## config.mk

```make
export PLATFORM = sky130hd
export DESIGN_NAME = ps2_frame_receiver_flat
export DESIGN_NICKNAME = d
export VERILOG_FILES = /design/src/rtl/ps2_frame_receiver_if.sv /design/src/rtl/ps2_frame_receiver.sv /design/src/flat_wrapper.sv
export SDC_FILE = /design/constraint.sdc
export NUM_CORES = 1
export LEC_CHECK = 0
export CORE_MARGIN = 2
export CORE_UTILIZATION = 33
export CTS_CLUSTER_SIZE = 30
export DETAILED_ROUTE_END_ITERATION = 7
export SLEW_MARGIN = 30
export SYNTH_ARGS = -nofsm -noshare
export SYNTH_HDL_FRONTEND = slang
export SYNTH_SLANG_ARGS = --single-unit
export TNS_END_PERCENT = 5
```

## constraint.sdc

```tcl
create_clock -name clock -period 5 [get_ports clock]
set_clock_uncertainty 0.1 [all_clocks]
set_input_delay 1 -clock clock [delete_from_list [all_inputs] [get_ports clock]]
set_output_delay 1 -clock clock [all_outputs]
set_load 0.005 [all_outputs]
```

## src/rtl/ps2_frame_receiver_if.sv

```systemverilog
// Consumer-side bus of the PS/2 frame receiver: show-ahead byte stream with
// valid/ready handshake plus the current FIFO occupancy.
interface ps2_frame_receiver_if #(
  parameter int DATA_W     = 8,
  parameter int FIFO_DEPTH = 4
);
  logic [DATA_W-1:0]           data_out_ram;
  logic                        data_valid;
  logic                        data_ready;
  logic [$clog2(FIFO_DEPTH):0] fifo_count;

  modport master (
    output data_out_ram,
    output data_valid,
    output fifo_count,
    input  data_ready
  );

  modport slave (
    input  data_out_ram,
    input  data_valid,
    input  fifo_count,
    output data_ready
  );
endinterface

```

## src/rtl/ps2_frame_receiver.sv

```systemverilog
// Oversampling PS/2 receiver: synchronise and deglitch k_clock/k_data, assemble
// and validate 11-bit frames, buffer good bytes in a show-ahead FIFO.
//
// state   | meaning
// --------+---------------------------------------------------------------
// IDLE    | bus idle, waiting for the falling edge carrying the start bit
// RECEIVE | shifting in bits on each falling edge, watching the timeout
// CHECK   | one cycle: validate start/stop/parity, push byte or flag error
module ps2_frame_receiver #(
  parameter int DATA_W         = 8,
  parameter int FIFO_DEPTH     = 4,
  parameter int FILTER_LEN     = 4,
  parameter int TIMEOUT_CYCLES = 5000
) (
  input  logic                   clock,
  input  logic                   reset,
  input  logic                   k_clock,
  input  logic                   k_data,
  ps2_frame_receiver_if.master   rx,
  output logic                   parity_err,
  output logic                   frame_err,
  output logic                   timeout_err,
  output logic                   overflow,
  input  logic                   clear_err
);

  localparam int FRAME_W = DATA_W + 3;
  localparam int BCW     = $clog2(FRAME_W + 1);
  localparam int TOW     = $clog2(TIMEOUT_CYCLES + 1);
  localparam int FLW     = $clog2(FILTER_LEN + 1);
  localparam int AW      = $clog2(FIFO_DEPTH);
  localparam int CW      = AW + 1;

  typedef enum logic [1:0] {
    IDLE    = 2'd0,
    RECEIVE = 2'd1,
    CHECK   = 2'd2
  } state_t;

  // input conditioning
  logic [1:0]     clk_sync;
  logic [1:0]     dat_sync;
  logic [FLW-1:0] clk_fcnt;
  logic [FLW-1:0] dat_fcnt;
  logic           clk_filt;
  logic           dat_filt;
  logic           clk_filt_q;
  logic           fall;

  always_ff @(posedge clock or negedge reset) begin
    if (!reset) begin
      clk_sync <= 2'b11;
      dat_sync <= 2'b11;
    end else begin
      clk_sync <= {clk_sync[0], k_clock};
      dat_sync <= {dat_sync[0], k_data};
    end
  end

  // A line flips only after FILTER_LEN consecutive samples disagree with it.
  always_ff @(posedge clock or negedge reset) begin
    if (!reset) begin
      clk_filt <= 1'b1;
      clk_fcnt <= '0;
    end else if (clk_sync[1] != clk_filt) begin
      if (clk_fcnt == FLW'(FILTER_LEN - 1)) begin
        clk_filt <= clk_sync[1];
        clk_fcnt <= '0;
      end else begin
        clk_fcnt <= clk_fcnt + 1'b1;
      end
    end else begin
      clk_fcnt <= '0;
    end
  end

  always_ff @(posedge clock or negedge reset) begin
    if (!reset) begin
      dat_filt <= 1'b1;
      dat_fcnt <= '0;
    end else if (dat_sync[1] != dat_filt) begin
      if (dat_fcnt == FLW'(FILTER_LEN - 1)) begin
        dat_filt <= dat_sync[1];
        dat_fcnt <= '0;
      end else begin
        dat_fcnt <= dat_fcnt + 1'b1;
      end
    end else begin
      dat_fcnt <= '0;
    end
  end

  always_ff @(posedge clock or negedge reset) begin
    if (!reset) clk_filt_q <= 1'b1;
    else        clk_filt_q <= clk_filt;
  end

  assign fall = clk_filt_q & ~clk_filt;

  // frame state machine
  state_t             state, state_nx;
  logic [BCW-1:0]     bit_cnt, bit_cnt_nx;
  logic [FRAME_W-1:0] shreg, shreg_nx;
  logic [TOW-1:0]     to_cnt, to_cnt_nx;
  logic               push;
  logic               perr_nx, ferr_nx, terr_nx;

  always_ff @(posedge clock or negedge reset) begin
    if (!reset) begin
      state       <= IDLE;
      bit_cnt     <= '0;
      shreg       <= '0;
      to_cnt      <= '0;
      parity_err  <= 1'b0;
      frame_err   <= 1'b0;
      timeout_err <= 1'b0;
    end else begin
      state       <= state_nx;
      bit_cnt     <= bit_cnt_nx;
      shreg       <= shreg_nx;
      to_cnt      <= to_cnt_nx;
      parity_err  <= perr_nx;
      frame_err   <= ferr_nx;
      timeout_err <= terr_nx;
    end
  end

  always_comb begin
    state_nx   = state;
    bit_cnt_nx = bit_cnt;
    shreg_nx   = shreg;
    to_cnt_nx  = to_cnt;
    push       = 1'b0;
    perr_nx    = 1'b0;
    ferr_nx    = 1'b0;
    terr_nx    = 1'b0;
    case (state)
      IDLE: begin
        to_cnt_nx = '0;
        if (fall) begin
          shreg_nx   = {dat_filt, shreg[FRAME_W-1:1]};
          bit_cnt_nx = BCW'(1);
          state_nx   = RECEIVE;
        end
      end
      RECEIVE: begin
        if (fall) begin
          shreg_nx   = {dat_filt, shreg[FRAME_W-1:1]};
          bit_cnt_nx = bit_cnt + 1'b1;
          to_cnt_nx  = '0;
          if (bit_cnt == BCW'(FRAME_W - 1)) state_nx = CHECK;
        end else if (to_cnt == TOW'(TIMEOUT_CYCLES)) begin
          terr_nx    = 1'b1;
          to_cnt_nx  = '0;
          bit_cnt_nx = '0;
          state_nx   = IDLE;
        end else begin
          to_cnt_nx = to_cnt + 1'b1;
        end
      end
      CHECK: begin
        // Framing errors mask parity: a bad frame's parity bit is meaningless.
        if (shreg[0] || !shreg[FRAME_W-1]) ferr_nx = 1'b1;
        else if (!(^shreg[FRAME_W-2:1]))    perr_nx = 1'b1;
        else                                push    = 1'b1;
        bit_cnt_nx = '0;
        to_cnt_nx  = '0;
        state_nx   = IDLE;
      end
      default: begin
        bit_cnt_nx = '0;
        to_cnt_nx  = '0;
        state_nx   = IDLE;
      end
    endcase
  end

  // show-ahead FIFO
  logic [DATA_W-1:0] mem [FIFO_DEPTH];
  logic [AW-1:0]     wr_ptr, rd_ptr;
  logic [CW-1:0]     count;
  logic              full, pop, wr_en, ovf_evt;

  assign full    = (count == CW'(FIFO_DEPTH));
  assign pop     = rx.data_valid & rx.data_ready;
  assign wr_en   = push & (~full | pop);
  assign ovf_evt = push & full & ~pop;

  always_ff @(posedge clock or negedge reset) begin
    if (!reset) begin
      wr_ptr <= '0;
      rd_ptr <= '0;
      count  <= '0;
    end else begin
      if (wr_en) wr_ptr <= wr_ptr + 1'b1;
      if (pop)   rd_ptr <= rd_ptr + 1'b1;
      case ({wr_en, pop})
        2'b10:   count <= count + 1'b1;
        2'b01:   count <= count - 1'b1;
        default: count <= count;
      endcase
    end
  end

  // Storage needs no reset; the output is gated while empty.
  always_ff @(posedge clock) begin
    if (wr_en) mem[wr_ptr] <= shreg[DATA_W:1];
  end

  always_ff @(posedge clock or negedge reset) begin
    if (!reset)         overflow <= 1'b0;
    else if (ovf_evt)   overflow <= 1'b1;
    else if (clear_err) overflow <= 1'b0;
  end

  assign rx.data_valid   = (count != '0);
  assign rx.fifo_count   = count;
  assign rx.data_out_ram = rx.data_valid ? mem[rd_ptr] : '0;

endmodule

```

## src/flat_wrapper.sv

```systemverilog
// flat-port wrapper written by rule: the top's interface ports become plain ports
module ps2_frame_receiver_flat 
#(
  parameter int DATA_W         = 8,
  parameter int FIFO_DEPTH     = 4,
  parameter int FILTER_LEN     = 4,
  parameter int TIMEOUT_CYCLES = 5000
)
  (clock, reset, k_clock, k_data, parity_err, frame_err, timeout_err, overflow, clear_err, rx_data_out_ram, rx_data_valid, rx_fifo_count, rx_data_ready);
  ps2_frame_receiver_if #(.DATA_W(DATA_W), .FIFO_DEPTH(FIFO_DEPTH)) rx_i ();
  input  logic clock;
  input  logic reset;
  input  logic k_clock;
  input  logic k_data;
  output logic parity_err;
  output logic frame_err;
  output logic timeout_err;
  output logic overflow;
  input  logic clear_err;
  output wire logic [$bits(rx_i.data_out_ram)-1:0] rx_data_out_ram;
  output wire logic [$bits(rx_i.data_valid)-1:0] rx_data_valid;
  output wire logic [$bits(rx_i.fifo_count)-1:0] rx_fifo_count;
  input wire logic [$bits(rx_i.data_ready)-1:0] rx_data_ready;
  assign rx_data_out_ram = rx_i.data_out_ram;
  assign rx_data_valid = rx_i.data_valid;
  assign rx_fifo_count = rx_i.fifo_count;
  assign rx_i.data_ready = rx_data_ready;
  ps2_frame_receiver #(.DATA_W(DATA_W), .FIFO_DEPTH(FIFO_DEPTH), .FILTER_LEN(FILTER_LEN), .TIMEOUT_CYCLES(TIMEOUT_CYCLES)) u_core (.clock(clock), .reset(reset), .k_clock(k_clock), .k_data(k_data), .rx(rx_i), .parity_err(parity_err), .frame_err(frame_err), .timeout_err(timeout_err), .overflow(overflow), .clear_err(clear_err));
endmodule
```

==> results by group, run 1 <==
Status
  • Status: finished clean

CTS
  • Clock latency on the worst-skew pair: 0.33 ns
  • CTS buffer count: 9
  • CTS tree: yes
  • Number of setup buffers added after CTS: 0
  • Max clock buf depth: 2
  • Clock net sink count: 86
  • Clock-pin slew on the worst setup and hold paths: 0.06 ns
  • CTS resizes: 0
  • CTS root buf: clkbuf_16
  • Maximum level of the CTS H-tree: 3
  • Post-cts hold buffer count: 0

Hold path
  • Hold WC Path Type: reg -> reg

Synth
  • Synth async-reset ratio: 0.628
  • Syn Area/Cell: 14.3 sq um
  • Number of distinct library cells after synthesis: 43
  • Post-synth top area share: 0.313
  • Post-Synthesis Net Count: 280
  • Post-synthesis sequential area ratio: 0.618
  • Ys flop type: dfrtp_1
  • Area contributors post-synth: dfrtp_1 (31%), edfxtp_1 (26%), dfstp_2 (4.9%), mux4_2 (4.8%), mux2_2 (4.2%)
  • Warnings from Yosys: 0
  • Number of flops mapped to enable cells by yosys: 32
  • Register bit count reported by yosys: 86
  • Synthesized instance count: roughly 260
  • Mapped cell area: about 3800 sq um
  • Cell taking the most area after synthesis: dfrtp_1

Finish
  • Filler cell count: approximately 1000
  • Number of diodes: 0
  • Synthesis-to-finish area growth: 17.1%
  • Final core utilization: 0.400
  • Most frequent cells in the layout: dfrtp_1 (47), edfxtp_1 (32), nor2_1 (24), clkdlybuf4s50_1 (20)
  • Most common cell after layout, fill and taps aside: dfrtp_1
  • Proportion of layout cells with a drive suffix above 1: 0.190
  • Nets: 307

Placed design
  • RePlAce Congestion: a little over 0.7
  • Port bufs: 21
  • Hpwl dp: 3930 um

Timing
  • Fin. Hold Viols: 0
  • Slew HR: 0.540
  • Min Clock Period, post-route: ~3.3 ns
  • Fin. max-slew vios: 0
  • Post-route clock period utilization: 0.666
  • RSZ-0062 raised after global routing: no
  • Tightest Pin Transition: 0.689 ns
  • Total negative slack: 0 ns
  • Fmax: approximately 300 MHz
  • Setup violations, final: 0

Setup path
  • Setup CP Type: reg -> out
  • CP max FO: 10
  • Worst EP required: 3.90 ns
  • Critical Path Source Type: flip-flop
  • WP data arrival: ~2.2 ns
  • CP Capture Type: primary output

Detailed routing
  • DRC violations left: 0
  • Via density per instance: 4.62
  • Antenna viol nets, final: 0
  • WL per Instance: 13.8 um
  • Iter 0 DRT Violations: 57
  • DRT Pass-1 Iters: 4
  • Vias: 2010
  • Routed WL: approximately 6000 um

Die
  • IO Pins: 22
  • Cell Rows: 38
  • Die Y: 111 um
  • Die Span X: roughly 110 um
  • Initial Utilization: 0.342
  • Die area: around 12000 sq um
  • Std-Cell Core Area: roughly 11000 sq um

Power
  • Max IR drop VDD: a little over 0.0002 V
  • Leakage: around 1.7 nW
  • PD cells: 546 nW/um^2

Global route
  • First-pass GRT wire length: roughly 10000 um
  • Initial antenna violation count: 0
  • GRT Util Overall: 0.106
  • Vias in the first global route: around 2100
  • Largest net degree at the start of global routing: 55
  • GRT overflow: 0

Job
  • Max Cap Viol: 0
[metrics by stage]
stage               hold slack, ns  setup slack, ns  instances  area, sq um  total power, mW
finish                       0.252             1.67        435         4400             2.40
floorplan                    0.245             2.60        263         3760             1.57
CTS                          0.255             1.59        435         4390             2.45
detailed placement           0.248             1.91        419         4120             1.82
global placement             0.248             1.95        419         4120             1.80
global route                 0.260             1.52        435         4400             2.56
[worst max-delay path: stages (launching register included)]
cell	delay (ns)
dfrtp_1	0.72
mux4_2	0.57
and2_1	0.17
clkdlybuf4s50_1	0.43
[power by group]
group	switching (mW)	total, mW	internal (mW)
sequential	0.165	1.05	0.886
clock	0.274	0.613	0.339
combinational	0.291	0.736	0.445
[cells in the mapped netlist (3+ instances only)]
cell type,n
inv_1,9
nor3b_1,5
nor2b_1,3
and2_1,13
nand3_1,5
clkbuf_1,5
xnor2_1,14
a31oi_1,3
mux4_2,8
nand2_1,14
nor3_1,6
edfxtp_1,32
nand2b_1,5
dfstp_2,7
xor2_1,9
dfrtp_1,47
nor2_1,25
mux2_2,14
ha_1,10
and3_1,3
[metal layers]
| metal | up-vias | wire length [um] | track usage | share of wire |
|---|---|---|---|---|
| met5 | - | 0 | 0 | 0 |
| met4 | 0 | 73 | 0.0325 | 0.012 |
| met3 | 6 | 203 | 0.0377 | 0.034 |
| met2 | 23 | 2980 | 0.176 | 0.50 |
| met1 | 1008 | 2760 | 0.129 | 0.46 |
| li1 | 973 | - | - | - |
[final cells by class]
cell class / count / area (sq um) / area share
repair buffers: 22 / 213 / 0.0484
well taps: 140 / 175 / 0.0398
clock inverters: 6 / 45.0 / 0.0102
flip-flops and latches: 86 / 2320 / 0.528
inverters: 9 / 33.8 / 0.00768
multi-input cells: 162 / 1380 / 0.314
clock buffers: 10 / 229 / 0.0521
[registers in the layout, indices dropped and copies added (netlist names), 3 cells and up]
signal	flops
u_core.clk_fcnt	3
u_core.dat_fcnt	3
u_core.bit_cnt	4
u_core.mem	32
u_core.shreg	11
u_core.rx.fifo_count	3
u_core.to_cnt	13
[worst paths after layout]
check                                                   from                                   to  slack (ns)  cells past startpoint
worst min register to register  u_core.dat_sync[0]$_DFF_PN1_         u_core.dat_sync[1]$_DFF_PN1_        0.25                      0
worst max register to register   u_core.shreg[6]$_DFFE_PN0P_  u_core.rx.fifo_count[1]$_DFFE_PN0P_        2.42                      6
min in group asynchronous                              reset           u_core.to_cnt[5]$_DFF_PN0_        0.70                      2
max in group asynchronous                              reset          u_core.shreg[5]$_DFFE_PN0P_        3.65                      2
worst max-delay path            u_core.rd_ptr[0]$_DFFE_PN0P_                   rx_data_out_ram[4]        1.67                      3
worst min-delay path            u_core.dat_sync[0]$_DFF_PN1_         u_core.dat_sync[1]$_DFF_PN1_        0.25                      0
[cell families (layout without fill, tap and decap cells)]
group	after synthesis	after routing	synth area share
simple gates	91	91	0.132
xor+xnor	26	26	0.0706
mux	26	26	0.109
compound gates	8	8	0.0163
flops	86	86	0.618
buf+inv	15	47	0.0153
fa+ha+maj	11	11	0.0386
Power figures use the tool's default switching activity.
==> run 2, diff against run 1 <==
Clock period 5 ns to 2.8 ns, I/O delays scaled along.
==> run 2 against run 1 <==
  * Wire length shrank 3.8%
  * First-iteration DRC count grew 7.0%
  * Via count grew 1.0%
  * Sequential share of layout area shrank 1.0 points
  * Critical endpoint is now rx_data_out_ram[7]
==> results by group, run 2 (synthesis results as in run 1) <==
Status
  • Status: finished clean

Power
  • PD cells: 990 nW/um^2 (+81%)
  • Max IR drop VDD: 0.000474 V (+130%)
  • Leakage: 1.79 nW (+3.4%)

CTS
  • Max clock buf depth: 2 (unchanged)
  • Clock-pin slew on the worst setup and hold paths: 0.07 ns (about the same)
  • Number of setup buffers added after CTS: 0 (unchanged)
  • CTS resizes: 0 (unchanged)
  • Clock net sink count: 86 (unchanged)
  • CTS buffer count: 9 (unchanged)
  • CTS tree: yes
  • Maximum level of the CTS H-tree: 3 (unchanged)
  • CTS root buf: clkbuf_16
  • Post-cts hold buffer count: 0 (unchanged)
  • Clock latency on the worst-skew pair: 0.34 ns (about the same)

Die
  • Die Y: 111 um (unchanged)
  • Cell Rows: 38 (unchanged)
  • Die area: 12300 sq um (unchanged)
  • Die Span X: 111 um (unchanged)
  • Std-Cell Core Area: 11000 sq um (unchanged)
  • Initial Utilization: 0.342 (unchanged)
  • IO Pins: 22 (unchanged)

Setup path
  • Worst-path cell chain: or3_1 > and2_1 > clkdlybuf4s50_1
  • CP Capture Type: primary output
  • Setup CP Type: reg -> out
  • Worst EP required: 2.14 ns (-1.76 ns)
  • WP data arrival: 1.99 ns (-0.24 ns)
  • CP peak stage delay: 0.55 ns (-0.17 ns)
  • Slowest CP cell: or3_1
  • CP max FO: 11 (+1)
  • CP delay by family, top: simple AND/OR/NAND/NOR gates
  • Critical Path Source Type: flip-flop
  • Crit path buf inv count: 1 (unchanged)

Global route
  • GRT overflow: 0 (unchanged)
  • Largest net degree at the start of global routing: 31 (-44%)
  • Vias in the first global route: 2065 (-0.82%)
  • GRT Util Overall: 0.104 (-0.00150)
  • First-pass GRT wire length: 10200 um (-1.6%)
  • Initial antenna violation count: 0 (unchanged)

Finish
  • Number of diodes: 0 (unchanged)
  • Filler cell count: 1041 (+1.9%)
  • Synthesis-to-finish area growth: 19.3%
  • Proportion of layout cells with a drive suffix above 1: 0.206 (+0.0161)
  • Most flop-heavy register: u_core.mem
  • Nets: 313 (+2.0%)
  • Largest regs: u_core.mem: 32 flops, u_core.to_cnt: 13 flops, u_core.shreg: 11 flops
  • Final core utilization: 0.408 (+0.00775)
  • Largest register FFs: 32 (unchanged)
  • Most frequent cells in the layout: dfrtp_1 (47), edfxtp_1 (32), nor2_1 (25), clkdlybuf4s50_1 (20)
  • Finished Cell Area: 4480 sq um (+1.9%)
  • Most common cell after layout, fill and taps aside: dfrtp_1

Timing
  • Tightest Pin Transition: 0.679 ns (-0.0101 ns)
  • Post-route clock period utilization: 0.945
  • RSZ-0062 raised after global routing: no
  • Setup slack after layout: 0.155 ns (-1.51 ns)
  • Fmax: ~380 MHz
  • Fin. max-slew vios: 0 (unchanged)
  • Slew HR: 0.547 (+0.00671)
  • Fin. Hold Viols: 0 (unchanged)
  • Setup violations, final: 0 (unchanged)
  • Total negative slack: 0 ns (unchanged)
  • Min Clock Period, post-route: ~2.6 ns

Detailed routing
  • Routed WL: 5790 um (-3.8%)
  • Vias: 2031 (+1.0%)
  • DRC violations left: 0 (unchanged)
  • Antenna viol nets, final: 0 (unchanged)
  • Via density per instance: 4.61 (-0.33%)
  • WL per Instance: 13.1 um (-5.1%)
  • Iter 0 DRT Violations: 61 (+7.0%)
  • DRT Pass-1 Iters: 4 (unchanged)

Hold path
  • Hold WC Path Type: in -> async

Placed design
  • Hpwl dp: 4000 um (+1.7%)
  • RePlAce Congestion: 0.756 (+6.0%)
  • Port bufs: 21 (unchanged)
  • Post-place setup slack: 0.216 ns (-1.69 ns)
  • Dpl cell area: 4180 sq um (+1.4%)

Job
  • Max Cap Viol: 0 (unchanged)
run 2: stage by stage:
stage               power, mW  cells  hold slack [ns]
global route             4.71    441            0.207
detailed placement       3.29    425            0.251
floorplan                2.81    263            0.164
CTS                      4.50    441            0.175
finish                   4.43    441            0.158
global placement         3.25    425            0.248
run 2: area by class of cell:
class / instances / area, sq um / share of cell area
flip-flops and latches: 86 / 2320 / 0.518
multi-input cells: 162 / 1380 / 0.307
repair buffers: 28 / 270 / 0.0603
clock buffers: 9 / 225 / 0.0503
well taps: 140 / 175 / 0.0391
clock inverters: 7 / 78.8 / 0.0176
inverters: 9 / 33.8 / 0.00754
run 2: path summary, 6_finish.rpt:
kind	start	to	slack, ns	depth (start not counted)
worst min register to register	u_core.clk_sync[0]$_DFF_PN1_	u_core.clk_sync[1]$_DFF_PN1_	0.26	0
worst max-delay path	u_core.rx.fifo_count[0]$_DFFE_PN0P_	rx_data_out_ram[7]	0.15	3
min in group clock	u_core.clk_sync[0]$_DFF_PN1_	u_core.clk_sync[1]$_DFF_PN1_	0.26	0
worst max register to register	u_core.shreg[7]$_DFFE_PN0P_	u_core.rx.fifo_count[2]$_DFFE_PN0P_	0.26	8
worst min-delay path	reset	u_core.to_cnt[2]$_DFF_PN0_	0.16	1
max in group asynchronous	reset	u_core.state[1]$_DFFE_PN0P_	1.87	2
run 2: where the power goes:
part           switching (mW)  leakage (nW)  total [mW]  internal (mW)
registers               0.256         0.982        1.84           1.58
logic                   0.561         0.662        1.40          0.836
clock network           0.497         0.151        1.20          0.702
total                    1.31          1.79        4.43           3.12
run 2: per-layer routing:
metal,up-vias,wire length [um],track usage
met4,0,96,0.0350
met5,-,0,0
met1,1001,2620,0.131
met3,10,209,0.0350
li1,991,-,-
met2,29,2870,0.169
